[src/rtl/lr_sc_reservation.sv]
// LR/SC reservation station for one hart.
// Holds one reservation granule. It answers the SC outcome in the first cycle
// of an SC window and freezes that outcome until the window closes. The
// reservation is dropped on any SC, a conflicting store, a trap or a timeout.
module lr_sc_reservation #(
  parameter int XLEN           = 32,
  parameter int GRANULE_LSB    = 3,
  parameter int TIMEOUT_CYCLES = 1024,
  parameter int CNT_W          = 16
) (
  input  logic            clk,
  input  logic            reset_n,
  input  logic            lr_valid,
  input  logic [XLEN-1:0] lr_addr,
  input  logic            sc_valid,
  input  logic [XLEN-1:0] sc_addr,
  output logic            sc_success,
  input  logic            snoop_we,
  input  logic [XLEN-1:0] snoop_addr,
  input  logic            invalidate_all,
  output logic            rsv_valid,
  output logic [XLEN-1:0] rsv_addr
);

  // Clears the offset bits inside a granule.
  localparam logic [XLEN-1:0] GRAN_MASK = {XLEN{1'b1}} << GRANULE_LSB;
  // Counter value on which a live reservation expires at the next edge.
  localparam logic [CNT_W-1:0] CNT_LAST = CNT_W'(TIMEOUT_CYCLES - 1);
  localparam bit TIMEOUT_EN = (TIMEOUT_CYCLES != 0);

  logic [CNT_W-1:0] cnt;
  logic             sc_active;
  logic             sc_result_q;
  logic             sc_match;
  logic             snoop_hit;
  logic             timeout_hit;
  logic             sc_end;
  logic             clear_req;

  // rsv_addr keeps its offset bits at zero, so masking the probe address is enough.
  function automatic logic granule_hit(input logic [XLEN-1:0] probe,
                                       input logic [XLEN-1:0] held);
    return (probe & GRAN_MASK) == held;
  endfunction

  assign sc_match    = rsv_valid && granule_hit(sc_addr, rsv_addr);
  assign snoop_hit   = snoop_we && rsv_valid && granule_hit(snoop_addr, rsv_addr);
  assign timeout_hit = TIMEOUT_EN && rsv_valid && (cnt == CNT_LAST);
  assign sc_end      = !sc_valid && sc_active;
  assign clear_req   = snoop_hit || timeout_hit || sc_end;

  // SC outcome: live match in the first window cycle, frozen value afterwards.
  always_comb begin
    sc_success = 1'b0;
    if (sc_valid) begin
      sc_success = sc_active ? sc_result_q : sc_match;
    end
  end

  // Track the SC window and latch the first-cycle outcome.
  always_ff @(posedge clk or negedge reset_n) begin
    if (!reset_n) begin
      sc_active   <= 1'b0;
      sc_result_q <= 1'b0;
    end else begin
      sc_active <= sc_valid;
      if (sc_valid && !sc_active) begin
        sc_result_q <= sc_match;
      end
    end
  end

  // Reservation state and its timeout counter. The branch order encodes the
  // priority: invalidate_all beats LR, and LR beats snoop, timeout and SC end.
  always_ff @(posedge clk or negedge reset_n) begin
    if (!reset_n) begin
      rsv_valid <= 1'b0;
      rsv_addr  <= '0;
      cnt       <= '0;
    end else if (invalidate_all) begin
      rsv_valid <= 1'b0;
      cnt       <= '0;
    end else if (lr_valid) begin
      rsv_valid <= 1'b1;
      rsv_addr  <= lr_addr & GRAN_MASK;
      cnt       <= '0;
    end else if (clear_req) begin
      rsv_valid <= 1'b0;
      cnt       <= '0;
    end else if (rsv_valid && !sc_active) begin
      cnt <= cnt + 1'b1;
    end
  end

endmodule

[config.mk]
export PLATFORM = sky130hd
export DESIGN_NAME = lr_sc_reservation
export DESIGN_NICKNAME = d
export VERILOG_FILES = /design/src/rtl/lr_sc_reservation.sv
export SDC_FILE = /design/constraint.sdc
export NUM_CORES = 1
export LEC_CHECK = 0
export ABC_CLOCK_PERIOD_IN_PS = 6500
export CAP_MARGIN = 0
export CORE_UTILIZATION = 43
export CTS_CLUSTER_SIZE = 16
export DETAILED_ROUTE_END_ITERATION = 16
export PLACE_DENSITY_LB_ADDON = 0.08
export RECOVER_POWER = 50
export SYNTH_ARGS = -nofsm -noshare
export SYNTH_HDL_FRONTEND = slang
export SYNTH_SLANG_ARGS = --single-unit
export TNS_END_PERCENT = 30
[constraint.sdc]
create_clock -name clk -period 6.5 [get_ports clk]
set_input_delay 1.95 -clock clk [delete_from_list [all_inputs] [get_ports clk]]
set_output_delay 1.95 -clock clk [all_outputs]
set_load 0.02 [all_outputs]
* Word level (Yosys, flattened, before mapping) *
Cells that the tools add are included.

storage, ports and cells
  output and inout port bits = 34
  bits of input ports = 102
  bits in registers = 48
  word-level logic and storage cells = 33

operators by class
  muxes and demuxes = 9
  add/sub/neg operators = 1
  reductions and logical operators = 14
  bitwise operators = 1
  equality and inequality tests = 3

operator list
  operator                                                            number
  16-bit two-way mux                                                  4
  29-bit == test                                                      2
  16-bit by 1-bit adder with 16-bit output (second input constant)    1
  16-bit by 10-bit == test with 1-bit output (second input constant)  1
  1-bit logical AND                                                   7
  1-bit two-way mux                                                   5
  4-bit nonzero test                                                  1
  3-bit nonzero test                                                  1
  1-bit zero test                                                     2
  1-bit logical OR                                                    2
  2-bit AND reduction                                                 1
  1-bit NOT                                                           1

* Logic depth before layout (Yosys ltp) *
Gate-level depths: netlist of the first run.

  depth after elaboration = 7
  mapped depth = 8
  gate-level depth less buffers = 7

* Worst setup path after synthesis of the first run *
Ideal clock, no wire load.

  path kind = input to output
  from = in sc_addr[19]
  to = out sc_success
  path slack = 1.446 ns
  path buffers = 0
  required time = 4.550 ns
  cell stages on the path = 5
  arrival = 3.104 ns
  cells stage by stage = xor2_1 > nor4_1 > nand4_1 > or4_1 > nand2_1

on the way
  word-level cells in the longest chain between the ends = 4

ends and longest elaborated chain
  element             line  RTL
  start: declaration  16    input logic [XLEN-1:0] sc_addr,
  29-bit == test      43    return (probe & GRAN_MASK) == held;
  1-bit logical AND   46    assign sc_match = rsv_valid && granule_hit(sc_addr, rsv_addr);
  1-bit two-way mux   56    sc_success = sc_active ? sc_result_q : sc_match;
  1-bit two-way mux   55    if (sc_valid) begin
  end: declaration    17    output logic sc_success,

Every way passes these cells.

* Final worst setup path of the first run *
  from = in sc_addr[10]
  to = out sc_success

The elaborated chain is that of the path after synthesis.

==> metrics.yaml, run 1 <==
core_sq_mm: 0.005956
critical_path.top_delay_family: "simple AND/OR/NAND/NOR gates"
cellPowerDensity_mw_per_mm2: 205.2
synth_common_cells: "xor2_1, dfrtp_1, mux2_2"
h-tree-depth: 2
cts_resized: 0
ys_seq_area_share_pct: 44.99
cts_hold_buf: 0
synth.most_common_cell: "xor2_1"
worstPathCellList: "clkdlybuf4s50_1, xor2_1, nor4_1, nand4_1, or4_1, nand2_1, clkdlybuf4s50_1"
ant_nets: 0
num_antenna_cells: 0
end_kind: "output port"
worstPathArrival_ns: 4.26
placed_cell_area_sq_mm: 0.003961
dpl.hpwl_um: 5345
hold_path_class: "register to register"
cts.sinks: 48
grt_start_max_net_pins: 49
die_w_um: 80.80
syn_inst: 242
final_area_sq_mm: 0.004063
finalHoldViolations: 0
globalRouteOverflowTotal: 0
cp-start-kind: "primary input"
drt-total-wl_um: 6816
tritoncts: "yes"
rsz0062_at_grt: "no"
ys_seq_elements: 48
finalCritPeriodShare_pct: 95.53
portBuffers: 123
regArea_sq_mm: 0.001201
avgViaCountPerCell: 4.989
synth.area.top_cells: "dfrtp_1, xor2_1, mux2_2"
synthToLayoutAreaGrowth_pct: 52.16
avgSynthCellArea_sq_um: 11.03
cp_max_fo: 2
post_cts_buffers: 0
start_util_pct: 44.83
fill_cells: 495
placed_cells: 435
drive_gt1_share_pct: 10.87
grt_pass1_vias: 2236
ys.flop_type: "dfrtp_1"
max_freq_ghz: 0.1610
crit_buf_inv: 2
grt_pass1_wl_um: 10800
worst_pin_slew_ns: 2.627
clk_latency_ns: 0.30
synth_largest_area_cell: "dfrtp_1"
ios: 136
clk_pin_slew_worst_paths_ns: 0.08
path_class: "primary input to output port"
p_leak_nw: 1.613
finalMaxSlewViolations: 49
die_h_um: 80.80
synthDistinctLibCells: 29
antenna_found_initial: 0
syn_area_sq_mm: 0.002670
synth_top_area_share_pct: 44.99
setup_viol_count_final: 0
synth-edff-count: 0
clk_root_buffer_cell: "clkbuf_8"
multi_input_area_sq_mm: 0.001411
max_cap_violations: 1
grtUsageTotal_pct: 22.19
finish.utilization_pct: 68.21
async_reset_ff_share_pct: 100.0
dieArea_sq_mm: 0.006529
fin_ws_ns: 0.2906
dr.pass1.iters: 4
cts_buffer_depth: 2
drcViolationCount: 0
std_cell_rows: 28
nets: 470
yosysWarnings: 0
period_needed_ns: 6.209
gp_congestion: 0.7825
numCtsBuffers: 5
critPathRequiredTime_ns: 4.55
irDropWorstVdd_mv: 0.1029
critPathSlowestCell: "clkdlybuf4s50_1"
finalNonFillerCells: 443
drt-initial-drc-count: 46
critPathMaxStageDelay_ns: 0.61
crit_path_frequent_cell: "clkdlybuf4s50_1"
violations: "capacitance limit, slew limit"
status: "finished with violations"
wire_per_inst_um: 15.39
dp_slack_ns: 0.2571
slew_headroom_pct: -75.11
vias: 2210
setup_tns_ns: 0
skew_ns: 0.01263
## tightest hold or removal path, stage by stage (launching register included)
cell and delay [ns]:
dfrtp_1 0.34, o21ai_0 0.08, nand2_1 0.06
## routing by layer
| metal | track usage [%] | vias to the layer above | wire (um) |
|---|---|---|---|
| li1 | - | 1075 | - |
| met1 | 25.50 | 1041 | 2737 |
| met2 | 39.33 | 83 | 3492 |
| met3 | 6.404 | 11 | 447 |
| met4 | 7.321 | 0 | 139 |
| met5 | 0 | - | 0 |
## flip-flops by register name, summed over array words and instances, names as in the netlist
register and cells:
rsv_addr 29, cnt 16, rsv_valid 1, sc_active 1, sc_result_q 1
## where the power goes
part / leakage (nW) / internal, W / total (W) / switching, W
clock: 0.0552 / 0.000114 / 0.000213 / 0.0000989
combinational: 0.956 / 0.000150 / 0.000255 / 0.000105
sequential: 0.602 / 0.000326 / 0.000366 / 0.0000396
total: 1.61 / 0.000590 / 0.000834 / 0.000243
## cell usage in the layout (no fill, tap or decap), types with 2 or more instances in the layout
master,count
clkdlybuf4s50_1,110
xor2_1,51
dfrtp_1,48
mux2_2,29
xnor2_1,21
nor2_1,19
nand4_1,13
dlygate4sd3_1,12
nand3_1,10
nor4_1,10
nand2_1,9
clkbuf_8,5
nor3_1,4
inv_1,3
conb_1,3
nor2b_1,2
or4_1,2
a31oi_1,2
clkbuf_1,2
## path summary, 6_finish.rpt
path	from	end	slack [ns]	cells past startpoint
worst max-delay path	sc_addr[10]	sc_success	0.29	7
worst max register to register	rsv_addr[18]	cnt[3]	4.08	6
worst min-delay path	sc_result_q	sc_result_q	0.51	2
max in group asynchronous	reset_n	sc_active	2.45	2
worst min register to register	sc_result_q	sc_result_q	0.51	2
min in group asynchronous	reset_n	rsv_addr[23]	2.57	2
## through the flow
stage	total power, W	hold slack, ns
after floorplan	0.0004886	0.4712
after global placement	0.0006287	0.4955
after detailed placement	0.0006331	0.4934
after CTS	0.0008483	0.5147
after global routing	0.0008759	0.5487
final	0.0008338	0.5106
## area by class of cell
type / count / share of cell area (%)
sequential: 48 / 29.57
clock buffer: 6 / 1.786
clock inverter: 2 / 0.8623
multi-input combinational: 184 / 34.74
inverter: 3 / 0.2772
timing repair buffer: 125 / 30.46
tap: 75 / 2.310
## cells by family after synthesis
group	synth area share, %
AOI/OAI and AO/OA	1.968
xor gates and xnor gates	23.62
other	0.1404
and+or+nand+nor	14.15
adders and majority gates	0.4685
DFF	44.99
buffers and inverters	2.437
muxes	12.23
Power figures use the tool's default switching activity.
==> inputs of run 2 (changes only) <==
--- a/config.mk
+++ b/config.mk
@@ -6,12 +6,13 @@
 export NUM_CORES = 1
 export LEC_CHECK = 0
 export ABC_CLOCK_PERIOD_IN_PS = 6500
-export CAP_MARGIN = 0
+export CAP_MARGIN = 10
 export CORE_UTILIZATION = 43
 export CTS_CLUSTER_SIZE = 16
 export DETAILED_ROUTE_END_ITERATION = 16
 export PLACE_DENSITY_LB_ADDON = 0.08
 export RECOVER_POWER = 50
+export SLEW_MARGIN = 20
 export SYNTH_ARGS = -nofsm -noshare
 export SYNTH_HDL_FRONTEND = slang
 export SYNTH_SLANG_ARGS = --single-unit
==> results of run 2 <==
Same layout as run 1: the final DEF is identical, and so are final timing and power.
